[src/rtl/atm_transaction.sv]
// atm_transaction: PIN-attempt tracking and deposit/withdraw/inquiry execution downstream of cardhandling
module atm_transaction #(
    parameter int balance_width = 20,
    parameter int max_tries     = 3,
    parameter int tries_width   = 2
) (
    input  logic                     clk,
    input  logic                     rst,
    input  logic                     card_in,
    input  logic                     psw_valid,
    input  logic                     wrong_psw,
    input  logic [balance_width-1:0] balance,
    input  logic                     op_start,
    input  logic [1:0]               op_sel,
    input  logic [balance_width-1:0] amount,
    output logic [balance_width-1:0] updated_balance,
    output logic                     op_done,
    output logic                     authorized,
    output logic                     card_locked,
    output logic                     insufficient,
    output logic                     overflow
);
    typedef enum logic [2:0] {IDLE, AUTH, READY, EXEC, DONE, LOCKED} state_t;
    state_t                   state, state_nx;
    logic [tries_width-1:0]   fail_cnt, fail_nx;
    logic [1:0]               op_q;
    logic [balance_width-1:0] amt_q;
    logic [balance_width:0]   sum;
    logic                     accept;
    assign accept      = card_in && state == READY && op_start && op_sel != 2'b00;
    assign sum         = {1'b0, balance} + {1'b0, amt_q};
    assign op_done     = state == DONE;
    assign authorized  = state == READY || state == EXEC || state == DONE;
    assign card_locked = state == LOCKED;
    // session state and wrong-PIN counter
    always_ff @(posedge clk or negedge rst) begin
        if (!rst) begin
            state    <= IDLE;
            fail_cnt <= '0;
        end else begin
            state    <= state_nx;
            fail_cnt <= fail_nx;
        end
    end
    // next state; card removal overrides everything, including an in-flight EXEC
    always_comb begin
        state_nx = state;
        fail_nx  = fail_cnt;
        if (!card_in) begin
            state_nx = IDLE;
            fail_nx  = '0;
        end else begin
            case (state)
                IDLE:  state_nx = AUTH;
                AUTH:  if (psw_valid) begin
                           if (!wrong_psw) begin
                               state_nx = READY;
                               fail_nx  = '0;
                           end else begin
                               fail_nx  = fail_cnt + 1'b1;
                               state_nx = fail_nx == tries_width'(max_tries) ? LOCKED : AUTH;
                           end
                       end
                READY: state_nx = accept ? EXEC : READY;
                EXEC:  state_nx = DONE;
                DONE:  state_nx = READY;
                LOCKED: state_nx = LOCKED;
                default: state_nx = IDLE;
            endcase
        end
    end
    // latch the request, then compute the result in EXEC against the balance presented that cycle
    always_ff @(posedge clk or negedge rst) begin
        if (!rst) begin
            op_q            <= '0;
            amt_q           <= '0;
            updated_balance <= '0;
            insufficient    <= 1'b0;
            overflow        <= 1'b0;
        end else if (!card_in) begin
            op_q            <= '0;
            amt_q           <= '0;
            updated_balance <= '0;
            insufficient    <= 1'b0;
            overflow        <= 1'b0;
        end else if (accept) begin
            op_q         <= op_sel;
            amt_q        <= amount;
            insufficient <= 1'b0;
            overflow     <= 1'b0;
        end else if (state == EXEC) begin
            updated_balance <= (op_q == 2'b01 && !sum[balance_width]) ? sum[balance_width-1:0] :
                               (op_q == 2'b10 && amt_q <= balance)    ? balance - amt_q :
                                                                        balance;
            overflow        <= op_q == 2'b01 && sum[balance_width];
            insufficient    <= op_q == 2'b10 && amt_q > balance;
        end
    end
endmodule

[config.mk]
export PLATFORM = sky130hd
export DESIGN_NAME = atm_transaction
export DESIGN_NICKNAME = d
export VERILOG_FILES = /design/src/rtl/atm_transaction.sv
export SDC_FILE = /design/constraint.sdc
export NUM_CORES = 1
export LEC_CHECK = 0
export CAP_MARGIN = 20
export CORE_MARGIN = 5
export CORE_UTILIZATION = 30
export DETAILED_ROUTE_END_ITERATION = 6
export GPL_TIMING_DRIVEN = 0
export MAX_ROUTING_LAYER = met4
export PLACE_DENSITY = 0.55
export SETUP_SLACK_MARGIN = 0.05
export SLEW_MARGIN = 0
export SYNTH_ARGS = -nofsm -noshare
export SYNTH_HDL_FRONTEND = slang
export SYNTH_SLANG_ARGS = --single-unit
[constraint.sdc]
create_clock -name clk -period 7.4 [get_ports clk]
set_input_delay 1.48 -clock clk [delete_from_list [all_inputs] [get_ports clk]]
set_output_delay 1.48 -clock clk [all_outputs]
set_load 0.02 [all_outputs]
* After elaboration in Yosys (flattened, before gate mapping)
Cells that the tools add are included.
** Storage, ports and cells
- Logic and storage cells :: 66
- Output and inout port bits :: 25
- Bits of input ports :: 48
- Register bits after elaboration :: 49
** Operators by class
- Multiplexer cells :: 25
- Reduce and logical (&&, ||, !) cells :: 14
- Add/sub/neg operators :: 3
- $lt $le $gt $ge :: 2
- Equal/unequal tests :: 15
** Operators by type and width (count)
- 20-bit two-way mux :: 7
- 20-bit by 20-bit adder with 21-bit output :: 1
- 20-bit greater-than comparator :: 1
- 20-bit less-or-equal comparator :: 1
- 20-bit subtractor :: 1
- 3-bit one-hot mux with 6 select lines :: 1
- 2-bit two-way mux :: 6
- 3-bit two-way mux :: 4
- 2-bit by 1-bit inequality test with 1-bit output, second input constant :: 4
- 1-bit logical AND :: 7
- 1-bit two-way mux :: 7
- 3-bit by 2-bit equality test with 1-bit output, second input constant :: 2
- 3-bit equality test, second input constant :: 2
- 2-bit equality test, second input constant :: 2
- 2-bit AND reduction :: 2
- 3-bit by 1-bit equality test with 1-bit output, second input constant :: 1
- 3-bit zero test :: 1
- 3-bit by 1-bit inequality test with 1-bit output, second input constant :: 1
- 3-bit inequality test, second input constant :: 1
- 2-bit by 1-bit adder with 2-bit output, second input constant :: 1
- 2-bit by 1-bit equality test with 1-bit output, second input constant :: 1
- 1-bit logical OR :: 2
- 2-bit inequality test, second input constant :: 1
- 2-bit nonzero test :: 1
- 1-bit zero test :: 1

* Logic depth before layout (Yosys ltp)
Gate-level depths: netlist of the first run.
- Depth after elaboration :: 7
- Mapped depth :: 13
- Depth with buffers taken out :: 11

* Worst setup path after synthesis of the first run
Ideal clock, no wire load.
- Path kind :: input to register
- Start :: in balance[0]
- End :: reg updated_balance[17]
- Setup time :: 131 ps
- Path buffers :: 0
- Data arrival time :: 3765 ps
- Data required time :: 7269 ps
- Cell stages on the path :: 10
- Path slack :: 3504 ps
- Path through :: ha_1 fa_1 nor2b_1 o211ai_1 a21oi_2 o41ai_2 nand3_2 o21ai_2 o221ai_1 or3_1
** On the way
- Longest elaborated chain between the ends :: 7
** Ends and longest elaborated chain
- start, declared :: RTL line 12 : input logic [balance_width-1:0] balance,
- 20-bit less-or-equal comparator or 20-bit by 20-bit adder with 21-bit output (tied branches) :: RTL line 93, 31
- 1-bit logical AND or 1-bit zero test (tied branches) :: RTL line 93, 92
- 20-bit two-way mux or 1-bit logical AND (tied branches) :: RTL line 93, 92
- 20-bit two-way mux (*) :: RTL line 92 : updated_balance <= (op_q == 2'b01 && !sum[balance_width]) ? sum[balance_width-1:0] :
- 20-bit two-way mux (*) :: RTL line 91 : end else if (state == EXEC) begin
- 20-bit two-way mux (*) :: RTL line 86 : end else if (accept) begin
- 20-bit two-way mux (*) :: RTL line 80 : end else if (!card_in) begin
- end signal, assigned :: RTL line 92
- end, declared :: RTL line 16 : output logic [balance_width-1:0] updated_balance,
Mark *: on every way between the ends. The rest lies on a longest branch, timed or not. The select of a mux whose other input is x is not followed.
A chain may end at the register's enable or synchronous reset.

* Final worst setup path of the first run
- Start :: in balance[13]
- End :: reg updated_balance[15]
The elaborated chain is that of the path after synthesis.

==> results of run 1 <==
-- per-layer routing --
layer	share of wire (%)	GRT usage, %
met2	45	29.6
met5	0	-
met4	1.7	5.20
met3	5.4	3.19
met1	48	25.6
-- cell usage in the layout, fill, tap and decap left out, drive strengths merged, types with 4 or more instances in the layout --
master | netlist | routed
a2111oi | 4 | 4
a211o | 4 | 4
a211oi | 5 | 5
a21boi | 23 | 23
a21o | 7 | 7
a21oi | 39 | 39
a31o | 4 | 4
a31oi | 8 | 8
a32oi | 4 | 4
and2 | 4 | 4
and3 | 4 | 4
buf | 13 | 15
clkbuf | 19 | 25
clkdlybuf4s50 | 0 | 71
dfrtp | 49 | 49
ha | 41 | 41
inv | 44 | 45
nand2 | 89 | 89
nand2b | 8 | 8
nand3 | 12 | 12
nand4 | 5 | 5
nor2 | 33 | 33
nor2b | 8 | 8
nor3 | 16 | 16
nor3b | 4 | 4
nor4 | 7 | 7
o211ai | 8 | 8
o21a | 6 | 6
o21ai | 32 | 32
o21bai | 6 | 6
o221ai | 8 | 8
o31a | 4 | 4
o31ai | 6 | 6
or3 | 7 | 7
xnor2 | 8 | 8
-- layout make-up --
type / count / area (sq um) / area share [%]
Tap cell: 188 / 235 / 4.09
Sequential cell: 49 / 1230 / 21.3
Clock inverter: 2 / 17.5 / 0.305
Buffer: 32 / 154 / 2.68
Clock buffer: 6 / 139 / 2.42
Timing Repair Buffer: 73 / 736 / 12.8
Inverter: 45 / 169 / 2.94
Multi-Input combinational cell: 460 / 3070 / 53.5
-- path summary, 6_finish.rpt --
check                                     from                  end  slack [ps]  cells after the start
setup / recovery                   balance[13]  updated_balance[15]        2560                     11
hold / removal             updated_balance[12]  updated_balance[12]         490                      2
setup reg to reg                     amt_q[11]  updated_balance[11]        3770                     11
hold reg to reg            updated_balance[12]  updated_balance[12]         490                      2
max in group asynchronous                  rst            amt_q[17]        5750                      2
min in group asynchronous                  rst   updated_balance[4]        1110                      1
-- per-stage QoR --
step                instances  hold WS [ps]
CTS                       855           495
floorplan                 586           489
finish                    855           486
detailed placement        847           476
global placement          846           469
global route              855           520
-- report_power, final --
group	internal (W)	switching, W
Clock	0.000137	0.000126
Combinational	0.0000652	0.0000892
Sequential	0.000271	0.00000323
-- flip-flops by register name (all words and copies together) (netlist names) --
signal           count
amt_q               20
fail_cnt             2
insufficient         1
op_q                 2
overflow             1
state                3
updated_balance     20
-- cell families (layout without fill, tap and decap cells) --
family / count (synthesis) / count (layout) / share of synthesized area [%]
adder cells (fa/ha/maj): 43 / 43 / 12.0
AND/OR/NAND/NOR: 206 / 206 / 21.2
XOR/XNOR: 11 / 11 / 2.08
multiplexers: 4 / 4 / 0.893
buffers and inverters: 77 / 158 / 6.98
flip-flops: 49 / 49 / 26.5
AO/OA/AOI/OAI: 196 / 196 / 30.3
-- worst max-delay path, cell delays in order --
cell,delay (ps)
clkdlybuf4s50_1,490
ha_1,320
buf_4,180
inv_2,100
a21oi_1,210
o31ai_1,150
a221oi_1,730
nand3_2,310
o21ai_1,660
nor2_1,90
a211o_1,320
==> results.toml, run 1 <==
[timing]
fin_crit_ps = 4840
fmax_ghz = 0.207
rsz0062_at_grt = "no"
setup_violations = 0
fin_crit_sh_pct = 65.4
skew_ps = 12.9
layout_setup_ws_ps = 2560
final_max_slew_viol_count = 0
final_hold_viol_count = 0
maxSlewHeadroom_pct = 36.7
finalSetupTns_ps = 0
tightest_slew_ps = 940

[floorplanning]
fp.dieH_microns = 134
core_area_sq_mm = 0.0151
die_area_sq_mm = 0.0180
io_pins = 73
num_rows = 45
fp.dieW_microns = 134
initial_utilization_pct = 30.5

[finish]
area.growth.synth_to_final_pct = 24.4
final_cell_area_sq_mm = 0.00575
nNetsFinal = 757
final_util_pct = 38.0
fill_cells = 1575
insertedDiodeCount = 0
final_layout_size_suffix_gt1_share_pct = 6.90

[route]
vias = 4776
ant_nets = 0
drt_iter0_markers = 381
post_drt_via_cell_ratio = 5.59
wirelength_microns = 16700
drc = 0
first_pass_iters = 5
wire_per_inst_microns = 19.5

[grt]
grt_pass1_vias = 4775
overflow = 0
grt_usage_pct = 19.0
grt_pass1_wl_microns = 26000
antenna_found_initial = 0
grt_max_degree = 32

[yosys]
ys_top_cells_by_area = "dfrtp_1 27%, ha_1 11%, nand2_1 7.2%"
syn_nets = 677
yosys_most_used_dff = "dfrtp_1"
synth_area_sq_mm = 0.00462
synth_warnings = 0
syn_area_per_cell_sq_um = 7.89
synthCells = 586
ys_seq_area_share_pct = 26.5
yosysTopAreaCellShare_pct = 26.5
async_reset_ff_share_pct = 100
ys_ff_latch = 49
yosys-top-cells-count = "89 x nand2_1, 49 x dfrtp_1, 41 x ha_1, 41 x inv_1, 37 x a21oi_1"
synth_edf_count = 0
yosysTopAreaCell = "dfrtp_1"
ys_types = 72
yosysMostFrequentCell = "nand2_1"

[clock_network]
cts_tree = "done"
ctsHoldBuffers = 0
post_cts_buffers = 0
clk_latency_ps = 320
clock-sinks = 49
cts-buffers-inserted = 5
clk_pin_slew_ps = 80
cts_max_level = 2
cts_resized = 0
clockBufferDepth = 2
cts_root_buf = "clkbuf_16"

[placement]
post_dp_cell_area_sq_mm = 0.00559
hpwlAfterDp_microns = 12900
place_ws_ps = 2350
place.gp.congestion = 0.920
portBuffers = 72

[pwr]
finalPower_w = 0.000692
ir_drop_mv = 0.0900
power_density_mw_per_mm2 = 120
leakagePower_nw = 2.33

[worst_setup_path]
cp.arrival_ps = 5040
crit_fanout = 9
required_ps = 7600
end_kind = "flop"
startpoint_type = "primary input"
critical_path_class = "in -> reg"

[run]
cap_violations = 0

[run_status]
status = "complete, no violations"

[hold_path]
hold_path.class = "reg -> reg"
No activity file was read; power rests on OpenSTA's default activity.
==> run 2: changes to the inputs <==
Settings changed: PLACE_DENSITY 0.55 to 0.56.
Clock period 7.4 ns to 4.05 ns, I/O delays scaled along.
==> results.toml, run 2 (synthesis results as in run 1) <==
[timing]
final_hold_viol_count = 0
tightest_slew_ps = 812
fin_crit_sh_pct = 97.2
maxSlewHeadroom_pct = 45.4
rsz0062_at_grt = "yes"
fin_crit_ps = 3940
final_max_slew_viol_count = 0
skew_ps = 11.0
whs_ps = 438
fmax_ghz = 0.254
setup_violations = 0

[route]
post_drt_via_cell_ratio = 5.57
vias = 4781
wire_per_inst_microns = 19.4
first_pass_iters = 5
wirelength_microns = 16700
dr_wl_met2_microns = 7330
ant_nets = 0
drt-met1-wl_microns = 8010
top_layer = "met4"
drt_iter0_markers = 375
drc = 0
met3_length_microns = 873

[run_status]
status = "complete, no violations"

[pwr]
clkPwrFrac_pct = 39.6
seqPwrFrac_pct = 38.6
power_density_mw_per_mm2 = 224
power_frac_comb_pct = 21.9
ir_drop_mv = 0.140
intPower_w = 0.000910
p_sw_w = 0.000392
leakagePower_nw = 2.36
netSwitchingFraction_pct = 30.1

[worst_setup_path]
r2r_start = "amt_q[0]"
end_kind = "flop"
cp_num_buf_inv = 2
slowest_stage = "clkdlybuf4s50_1"
reg2reg_depth = 11
cp_num_cells = 12
cp.arrival_ps = 4130
regToRegEndpoint = "updated_balance[17]"
max_stage_delay_ps = 450
startpoint_type = "primary input"
r2r_slack_ps = 680
cp_top_family = "compound AO/OA/AOI/OAI gates"
crit_fanout = 6
worstPathCellList = "clkdlybuf4s50_1 -> ha_1 -> fa_1 -> nor2b_1 -> o211ai_1 -> buf_4 -> a21oi_2 -> o41ai_2 -> nand3_2 -> o211ai_2 -> o221ai_1 -> or3_1"
required_ps = 4240
critical_path_class = "in -> reg"

[grt]
grt_pass1_vias = 4696
grt_max_degree = 35
grt_usage_pct = 19.0
antenna_found_initial = 0
overflow = 0
grt_pass1_wl_microns = 26000

[finish]
final_layout_size_suffix_gt1_share_pct = 8.06
largest_registers = "amt_q: 20 flops, updated_balance: 20 flops, state: 3 flops"
layout_commonest_cell = "nand2_1"
layout_common_cells = "88 x nand2_1, 71 x clkdlybuf4s50_1, 49 x dfrtp_1, 41 x inv_1, 41 x ha_1"
final_util_pct = 38.4
fill_cells = 1562
area.growth.synth_to_final_pct = 25.9
nNetsFinal = 760
insertedDiodeCount = 0

[clock_network]
clockBufferDepth = 2
cts_root_buf = "clkbuf_16"
clk_pin_slew_ps = 80
cts_max_level = 2
clk_latency_ps = 310
cts-buffers-inserted = 5
clock-sinks = 49
cts_tree = "done"

[placement]
portBuffers = 72
hpwlAfterDp_microns = 12900
place.gp.congestion = 0.895

[floorplanning]
die_area_sq_mm = 0.0180
num_rows = 45
core_area_sq_mm = 0.0151
io_pins = 73
initial_utilization_pct = 30.5
fp.dieW_microns = 134
fp.dieH_microns = 134

[hold_path]
hold_path.class = "in -> async"

[run]
cap_violations = 0
## run 2: cell count changes in the layout (fill, tap and decap cells not counted), sizes merged
cell / delta
buf: +3
bufinv: +1
inv: -1
## run 2: metrics by stage
step,cell area (sq um),power [W],setup slack [ps],std cells,TNS [ps]
after global placement,5580,0.000788,-395,846,-5010
after CTS,5770,0.00131,58.1,855,0
after global routing,5820,0.00135,-25.1,858,-25.1
final,5820,0.00130,113,858,0
after detailed placement,5590,0.000791,-363,847,-4440
after floorplan,4620,0.000663,824,586,0
## run 2: metal layers
layer | GRT usage, % | vias up
met4 | 5.77 | 0
met1 | 25.1 | 2288
met5 | - | -
li1 | - | 2299
met3 | 3.64 | 30
met2 | 29.6 | 164
## run 2: what timing repair did
| action | CTS | global route |
|---|---|---|
| pin swaps | 0 | 2 |
| endpoints found under the setup margin | 5 | 20 |
| buffers inserted | 0 | 3 |
| hold buffers | 0 | 0 |
| resized for setup | 2 | 6 |
| endpoints found under the hold margin | 0 | 0 |
## run 2: worst max path at each step
| stage | start | to | slack [ps] |
|---|---|---|---|
| after floorplan | balance[0] | updated_balance[17] | 820 |
| after global placement | balance[0] | updated_balance[15] | -390 |
| after detailed placement | balance[0] | updated_balance[15] | -360 |
| after CTS | balance[0] | updated_balance[3] | 60 |
| after global routing | balance[11] | updated_balance[11] | -30 |
| final | balance[0] | updated_balance[17] | 110 |
## run 2: worst register-to-register path, stage by stage, from the launching register on
cell and delay, ps:
dfrtp_1 410, ha_1 220, fa_1 420, nor2b_1 170
o211ai_1 200, buf_4 170, a21oi_2 80, o41ai_2 420
nand3_2 260, o211ai_2 350, o221ai_1 170, or3_1 390
## run 2: cell type report
type                    instances  area [sq um]  share of cell area (%)
well taps                     188           235                    4.04
plain buffers                  32           154                    2.64
repair buffers                 76           758                    13.0
flip-flops and latches         49          1230                    21.1
clock buffers                   6           129                    2.21
inverters                      45           169                    2.90
clock inverters                 2          38.8                   0.666
multi-input cells             460          3110                    53.4
## run 2: power by group through the flow
| stage | Clock, W | Combinational [W] | Sequential [W] |
|---|---|---|---|
| final | 0.000515 | 0.000285 | 0.000502 |
| after global routing | 0.000534 | 0.000312 | 0.000503 |
| after detailed placement | 0 | 0.000280 | 0.000512 |
| after CTS | 0.000525 | 0.000282 | 0.000502 |
| after floorplan | 0 | 0.000149 | 0.000514 |
| after global placement | 0 | 0.000277 | 0.000511 |
